--- config.mk ---
export PLATFORM = sky130hd
export DESIGN_NAME = int_decl_gen
export DESIGN_NICKNAME = d
export VERILOG_FILES = /design/src/rtl/int_decl_gen.sv
export SDC_FILE = /design/constraint.sdc
export NUM_CORES = 1
export LEC_CHECK = 0
export BUFFER_PORTS_ARGS = -buffer_cell sky130_fd_sc_hd__buf_4
export CORE_UTILIZATION = 35
export CTS_CLUSTER_DIAMETER = 50
export DETAILED_ROUTE_END_ITERATION = 12
export PLACE_DENSITY = 0.57
export SLEW_MARGIN = 20
export SYNTH_ARGS = -nofsm -noshare
export SYNTH_HDL_FRONTEND = slang
export SYNTH_SLANG_ARGS = --single-unit
--- constraint.sdc ---
create_clock -name clk -period 2.4 [get_ports clk]
set_clock_uncertainty 0.15 [all_clocks]
set_input_delay 0.12 -clock clk [delete_from_list [all_inputs] [get_ports clk]]
set_output_delay 0.12 -clock clk [all_outputs]
set_load 0.005 [all_outputs]
--- src/rtl/int_decl_gen.sv ---
`default_nettype none
// ============================================================================
//  Module      : int_decl_gen
//  Description : Streams one C-style declaration "int id0,id1,...;" one
//                character per output handshake. Identifier characters are
//                passed through from the input stream with a one-cycle
//                register stage. Identifier syntax errors and use of the
//                keyword "int" as an identifier raise a sticky err flag.
//  Options     : INTGEN_COMMA_SPACE_EN - when defined, a space is emitted
//                after every comma separating identifiers.
//  Revision    : 1.0 - initial release
// ============================================================================
module int_decl_gen (
    input  logic       clk,
    input  logic       reset,
    input  logic       start,
    input  logic [7:0] in_char,
    input  logic       in_valid,
    input  logic       in_end,
    input  logic       in_final,
    output logic       in_ready,
    output logic [7:0] out_char,
    output logic       out_valid,
    input  logic       out_ready,
    output logic       busy,
    output logic       done,
    output logic       err
);

`ifdef INTGEN_COMMA_SPACE_EN
    localparam logic c_COMMA_SPACE = 1'b1;
`else
    localparam logic c_COMMA_SPACE = 1'b0;
`endif

    localparam logic [7:0] c_CH_I     = 8'h69;  // 'i'
    localparam logic [7:0] c_CH_N     = 8'h6E;  // 'n'
    localparam logic [7:0] c_CH_T     = 8'h74;  // 't'
    localparam logic [7:0] c_CH_SP    = 8'h20;  // ' '
    localparam logic [7:0] c_CH_COMMA = 8'h2C;  // ','
    localparam logic [7:0] c_CH_SEMI  = 8'h3B;  // ';'
    localparam logic [7:0] c_CH_UNDER = 8'h5F;  // '_'

    typedef enum logic [3:0] {
        IDLE     = 4'd0,
        KW_I     = 4'd1,
        KW_N     = 4'd2,
        KW_T     = 4'd3,
        SP       = 4'd4,
        ID_FIRST = 4'd5,
        ID_REST  = 4'd6,
        COMMA    = 4'd7,
        CSP      = 4'd8,
        SEMI     = 4'd9,
        FIN      = 4'd10
    } state_t;

    state_t      r_state;
    state_t      w_state_next;

    logic [7:0]  r_out_char;
    logic        r_out_valid;
    logic        r_err;
    logic        r_semi_sent;
    logic [1:0]  r_kw_cnt;
    logic        r_kw_match;

    logic        w_out_free;
    logic        w_in_ready;
    logic        w_in_xfer;
    logic        w_load;
    logic [7:0]  w_load_char;
    logic        w_semi_set;
    logic        w_first;
    logic        w_char_ok;
    logic [1:0]  w_kw_pos;
    logic        w_kw_prefix;
    logic [7:0]  w_kw_exp;
    logic        w_kw_still;
    logic        w_kw_hit;

    function automatic logic f_is_alpha(input logic [7:0] c);
        return ((c >= 8'h61) && (c <= 8'h7A)) || ((c >= 8'h41) && (c <= 8'h5A));
    endfunction

    function automatic logic f_is_digit(input logic [7:0] c);
        return (c >= 8'h30) && (c <= 8'h39);
    endfunction

    // The output register can take a new character when empty or draining.
    assign w_out_free = !r_out_valid || out_ready;
    assign w_in_ready = ((r_state == ID_FIRST) || (r_state == ID_REST)) && w_out_free;
    assign w_in_xfer  = in_valid && w_in_ready;
    assign w_first    = (r_state == ID_FIRST);

    // Character class check: digits are only legal after the first position.
    assign w_char_ok = f_is_alpha(in_char) || (in_char == c_CH_UNDER) ||
                       (!w_first && f_is_digit(in_char));

    // Keyword tracker: r_kw_cnt is how many leading chars matched "int" so far,
    // r_kw_match says the identifier is still a prefix of "int".
    assign w_kw_pos    = w_first ? 2'd0 : r_kw_cnt;
    assign w_kw_prefix = w_first ? 1'b1 : r_kw_match;

    // Expected keyword character at the current identifier position.
    always_comb begin
        w_kw_exp = 8'h00;
        case (w_kw_pos)
            2'd0:    w_kw_exp = c_CH_I;
            2'd1:    w_kw_exp = c_CH_N;
            2'd2:    w_kw_exp = c_CH_T;
            default: w_kw_exp = 8'h00;
        endcase
    end

    assign w_kw_still = w_kw_prefix && (w_kw_pos != 2'd3) && (in_char == w_kw_exp);
    assign w_kw_hit   = w_kw_still && (w_kw_pos == 2'd2);

    // Next-state and output-register load selection.
    always_comb begin
        w_state_next = r_state;
        w_load       = 1'b0;
        w_load_char  = 8'h00;
        w_semi_set   = 1'b0;
        case (r_state)
            IDLE: begin
                if (start) begin
                    w_state_next = KW_I;
                end
            end
            KW_I: begin
                if (w_out_free) begin
                    w_load       = 1'b1;
                    w_load_char  = c_CH_I;
                    w_state_next = KW_N;
                end
            end
            KW_N: begin
                if (w_out_free) begin
                    w_load       = 1'b1;
                    w_load_char  = c_CH_N;
                    w_state_next = KW_T;
                end
            end
            KW_T: begin
                if (w_out_free) begin
                    w_load       = 1'b1;
                    w_load_char  = c_CH_T;
                    w_state_next = SP;
                end
            end
            SP: begin
                if (w_out_free) begin
                    w_load       = 1'b1;
                    w_load_char  = c_CH_SP;
                    w_state_next = ID_FIRST;
                end
            end
            ID_FIRST, ID_REST: begin
                if (w_in_xfer) begin
                    w_load      = 1'b1;
                    w_load_char = in_char;
                    if (in_end) begin
                        w_state_next = in_final ? SEMI : COMMA;
                    end else begin
                        w_state_next = ID_REST;
                    end
                end
            end
            COMMA: begin
                if (w_out_free) begin
                    w_load       = 1'b1;
                    w_load_char  = c_CH_COMMA;
                    w_state_next = c_COMMA_SPACE ? CSP : ID_FIRST;
                end
            end
            CSP: begin
                if (w_out_free) begin
                    w_load       = 1'b1;
                    w_load_char  = c_CH_SP;
                    w_state_next = ID_FIRST;
                end
            end
            SEMI: begin
                // Load ';' once, then wait for that very character to leave.
                if (!r_semi_sent) begin
                    if (w_out_free) begin
                        w_load      = 1'b1;
                        w_load_char = c_CH_SEMI;
                        w_semi_set  = 1'b1;
                    end
                end else if (r_out_valid && out_ready) begin
                    w_state_next = FIN;
                end
            end
            FIN: begin
                w_state_next = IDLE;
            end
            default: begin
                w_state_next = IDLE;
            end
        endcase
    end

    // State register.
    always_ff @(posedge clk) begin
        if (reset) begin
            r_state <= IDLE;
        end else begin
            r_state <= w_state_next;
        end
    end

    // Output character register: load wins, otherwise drain on handshake.
    always_ff @(posedge clk) begin
        if (reset) begin
            r_out_char  <= 8'h00;
            r_out_valid <= 1'b0;
        end else if (w_load) begin
            r_out_char  <= w_load_char;
            r_out_valid <= 1'b1;
        end else if (r_out_valid && out_ready) begin
            r_out_valid <= 1'b0;
        end
    end

    // Remembers that ';' has been queued while sitting in SEMI.
    always_ff @(posedge clk) begin
        if (reset) begin
            r_semi_sent <= 1'b0;
        end else begin
            r_semi_sent <= (r_state == SEMI) && (r_semi_sent || w_semi_set);
        end
    end

    // Keyword match tracking, advanced on every accepted identifier char.
    always_ff @(posedge clk) begin
        if (reset) begin
            r_kw_cnt   <= 2'd0;
            r_kw_match <= 1'b0;
        end else if (w_in_xfer) begin
            r_kw_cnt   <= w_kw_still ? (w_kw_pos + 2'd1) : w_kw_pos;
            r_kw_match <= w_kw_still;
        end
    end

    // Sticky error flag, cleared when a new declaration starts.
    always_ff @(posedge clk) begin
        if (reset) begin
            r_err <= 1'b0;
        end else if ((r_state == IDLE) && start) begin
            r_err <= 1'b0;
        end else if (w_in_xfer && (!w_char_ok || (in_end && w_kw_hit))) begin
            r_err <= 1'b1;
        end
    end

    assign in_ready  = w_in_ready;
    assign out_char  = r_out_char;
    assign out_valid = r_out_valid;
    assign busy      = (r_state != IDLE);
    assign done      = (r_state == FIN);
    assign err       = r_err;

endmodule
`default_nettype wire

==> qor.txt <==
Clock-pin transition on the worst setup and hold timing paths: 80 ps
Cell area power density: 1060 nW/um^2
Area added between synthesis and finish: 23.9%
Number of hold-slack violations in the final timing report: 1
Number of vias in the routed layout: 1471
Reg2reg start: r_state[1]$_SDFFE_PP0P_
Total number of H-tree levels: 1
Share of layout cells above drive strength 1: 23.2%
DIE WIDTH: 65.3 um
Cts bufs inserted: 3
Yosys Warn Count: 0
Worst flop-to-flop path endpoint: r_kw_cnt[1]$_SDFFE_PP0N_
DR iter-0 viols: 82
Hold depth: 3
Cell type with the highest aggregate area in the netlist: sky130_fd_sc_hd__dfxtp_1
Sink count of the clock tree: 18
Die Footprint: 4260 um^2
Number of register bits inferred by synthesis: 18
Overflow after GRT: 0
Synth top cells by count: 20 x sky130_fd_sc_hd__nand2_1, 18 x sky130_fd_sc_hd__dfxtp_1, 12 x sky130_fd_sc_hd__a21oi_1, 11 x sky130_fd_sc_hd__nor2_1, 11 x sky130_fd_sc_hd__nor3_1
Post-synthesis cell type count: 50
Pre-CTS setup slack: 34.7 ps
Diodes inserted: 0
Number of top-level design ports: 28
Maximum resistive drop on vdd: 0.421 mV
Post-route core utilization: 46.4%
Critical path data required time: 2440 ps
Top cell type's share of synthesized area: 25.7%
Count leader, synth: sky130_fd_sc_hd__nand2_1
Maximum net fanout on the critical path: 6
Number of cell instances on the worst register-to-register path: 9
Share of synthesized area occupied by flip-flops and latches: 25.7%
Max Clock Freq: 449 MHz
Area used by multi-input combinational logic: 963 um^2
Number of antenna violations at the first check in global routing: 0
Category of the worst setup path capture point: flop
Period minus WS final: 2230 ps
First-pass DRT Iterations: 4
Count of buffers inserted at the top-level ports: 27
Number of setup buffers added after CTS: 0
DRC violation count after routing: 0
Final worst path period share: 92.9%
First-pass GRT wire length: 6.67 mm
Setup slack of the worst register-to-register path: 170 ps
Row Count: 22
Max Cap Violations: 0
Violated checks: hold timing
Bufs on Longest Clock Path: 2
Die Y-Extent: 65.3 um
Worst hold start: in_end
Mux cell area share after synthesis: 2.23%
Initial cell density of the core: 37.4%
Arr. time, crit path: 2270 ps
Worst-case headroom to the max-slew limit: 60.6%
Post-DR wirelength/cell: 16.1 um
Largest net degree at the start of global routing: 19
Final total negative setup slack: 0 ps
Leading cell types by total area after synthesis: sky130_fd_sc_hd__dfxtp_1 26%, sky130_fd_sc_hd__nand2_1 5.4%, sky130_fd_sc_hd__ha_1 4.5%
Number of synthesized flops with an enable pin: 0
Worst Hold Slack: -0.584 ps
Area share of fa/ha/maj cells after synthesis: 4.46%
Total global-route track usage: 20.5%
Fin worst setup slack: 171 ps
End of the worst hold path: err$_SDFFE_PP0P_
Post-route antenna net violation count: 0
Predominant post-synthesis flop cell: sky130_fd_sc_hd__dfxtp_1
Cell area reported after detailed placement: 1650 um^2
Final number of max-transition violations: 0
Startpoint type of the worst setup path: flop
Area of all placed cells without fillers: 1740 um^2
Path type of the worst setup path: flop to flop
Final setup viols: 0
Share of async-settable or async-resettable flops after synthesis: 0%
Post-detail-place hpwl: 3.06 mm
Status: finished, violations left
Worst setup path startpoint: r_state[1]$_SDFFE_PP0P_
Classification of the worst-slack hold path: input pin to flop
Clock tree from TritonCTS: yes
Static power due to leakage: 0.751 nW
Root cell of the clock tree: sky130_fd_sc_hd__clkbuf_8
Total core area: 3740 um^2
Clock latency reported for the late side of the worst-skew pair: 260 ps
Placer congestion estimate: 0.853
Area fraction in compound gates after synthesis: 24.9%
Parity-gate share of the synthesized area counting xor and xnor cells: 3.75%
Detailed-route wire length: 4.10 mm
Unrepaired setup endpoints after global routing: false
Detail-routed via count per cell: 5.77
Register area: 360 um^2
Average footprint of a synthesized cell: 7.83 um^2
Number of fillers in the final layout: 394
Number of global-route vias before repair: 1392
Number of nets in the final layout: 228
Worst slew pin tran: 588 ps
Post-synthesis cell area: 1400 um^2
Net count of the mapped netlist: 199
Basic-gate share of the synthesized area counting and, or, nand and nor cells: 32.7%
Combinational family with the most area after synthesis: simple AND/OR/NAND/NOR gates
Number of instances in the synthesized netlist: 179
area by class of cell:
cell class | instances | share of cell area, %
inverters | 10 | 2.16
repair buffers | 34 | 15.0
well taps | 48 | 3.46
multi-input cells | 141 | 55.5
clock buffers | 4 | 3.17
flip-flops and latches | 18 | 20.7
placed cells by master, fill, tap and decap left out, types with 2 or more instances in the layout:
cell,count
sky130_fd_sc_hd__o21a_1,2
sky130_fd_sc_hd__nand3_1,10
sky130_fd_sc_hd__nor2_1,10
sky130_fd_sc_hd__a31oi_1,3
sky130_fd_sc_hd__o21ai_0,9
sky130_fd_sc_hd__nor2b_1,7
sky130_fd_sc_hd__clkbuf_8,4
sky130_fd_sc_hd__inv_1,10
sky130_fd_sc_hd__a311oi_1,4
sky130_fd_sc_hd__nand2_1,19
sky130_fd_sc_hd__o211a_1,2
sky130_fd_sc_hd__and3_1,2
sky130_fd_sc_hd__nand2b_1,4
sky130_fd_sc_hd__nor3_1,10
sky130_fd_sc_hd__mux2i_1,2
sky130_fd_sc_hd__a21oi_1,12
sky130_fd_sc_hd__and3b_1,2
sky130_fd_sc_hd__xor2_1,6
sky130_fd_sc_hd__a221oi_1,2
sky130_fd_sc_hd__dfxtp_1,18
sky130_fd_sc_hd__dlygate4sd3_1,2
sky130_fd_sc_hd__buf_4,32
sky130_fd_sc_hd__ha_1,5
sky130_fd_sc_hd__nand4_1,2
per-stage QoR:
step / total power [mW] / hold WS (ps) / cells
4_1_cts: 1.83 / 0.652 / 255
5_1_grt: 1.95 / 17.2 / 255
6_report: 1.83 / -0.584 / 255
2_1_floorplan: 1.23 / 106 / 179
3_3_place_gp: 1.54 / 240 / 249
3_5_place_dp: 1.56 / 246 / 249
where the power goes:
part / switching [mW] / leakage (nW) / internal, mW / total [mW]
logic: 0.640 / 0.574 / 0.503 / 1.14
registers: 0.0485 / 0.148 / 0.382 / 0.431
clock network: 0.115 / 0.0288 / 0.146 / 0.261
total: 0.803 / 0.751 / 1.03 / 1.83
timing repair:
action | in CTS | in global routing
hold buffers | 2 | 0
gates resized for setup | 0 | 3
hold endpoints to repair | 2 | 0
setup endpoints to repair | 0 | 4
worst max path at each step:
stage / endpoint / slack, ps / cells after the start
global placement: r_kw_cnt[1]$_SDFFE_PP0N_ / 180 / 9
floorplan: r_kw_cnt[1]$_SDFFE_PP0N_ / 150 / 10
detailed placement: r_kw_cnt[1]$_SDFFE_PP0N_ / 30 / 9
global route: r_kw_cnt[1]$_SDFFE_PP0N_ / 7 / 9
finish: r_kw_cnt[1]$_SDFFE_PP0N_ / 170 / 9
CTS: r_kw_cnt[1]$_SDFFE_PP0N_ / 30 / 9
cell families after synthesis:
family / count (synthesis)
AO/OA/AOI/OAI: 47
XOR/XNOR: 6
adder cells (fa/ha/maj): 5
buffers and inverters: 20
flip-flops: 18
multiplexers: 3
AND/OR/NAND/NOR: 80
sequential cells by signal, summed over array words and instances (netlist names):
signal	count
r_kw_cnt	2
out_valid	1
r_kw_match	1
err	1
out_char	8
r_semi_sent	1
r_state	4
layer usage:
metal  wire [um]  part of all wire [%]  global-route usage (%)  vias up
met2        1870                    46                    33.4       54
met1        1950                    47                    26.9      699
met5           0                     0                       0        -
met4          65                   1.6                    5.98        0
met3         215                   5.2                    4.17        9
li1            -                     -                       -      709
critical path: stages, from the launching register on:
cell and delay, ps:
sky130_fd_sc_hd__dfxtp_1 310, sky130_fd_sc_hd__nand4bb_2 340, sky130_fd_sc_hd__nand2_2 170, sky130_fd_sc_hd__inv_1 80, sky130_fd_sc_hd__ha_1 220, sky130_fd_sc_hd__xor2_1 170, sky130_fd_sc_hd__nor3_2 230, sky130_fd_sc_hd__o211a_1 240
sky130_fd_sc_hd__nand3_1 90, sky130_fd_sc_hd__a31oi_1 160
(Power assumes the default switching activity.)
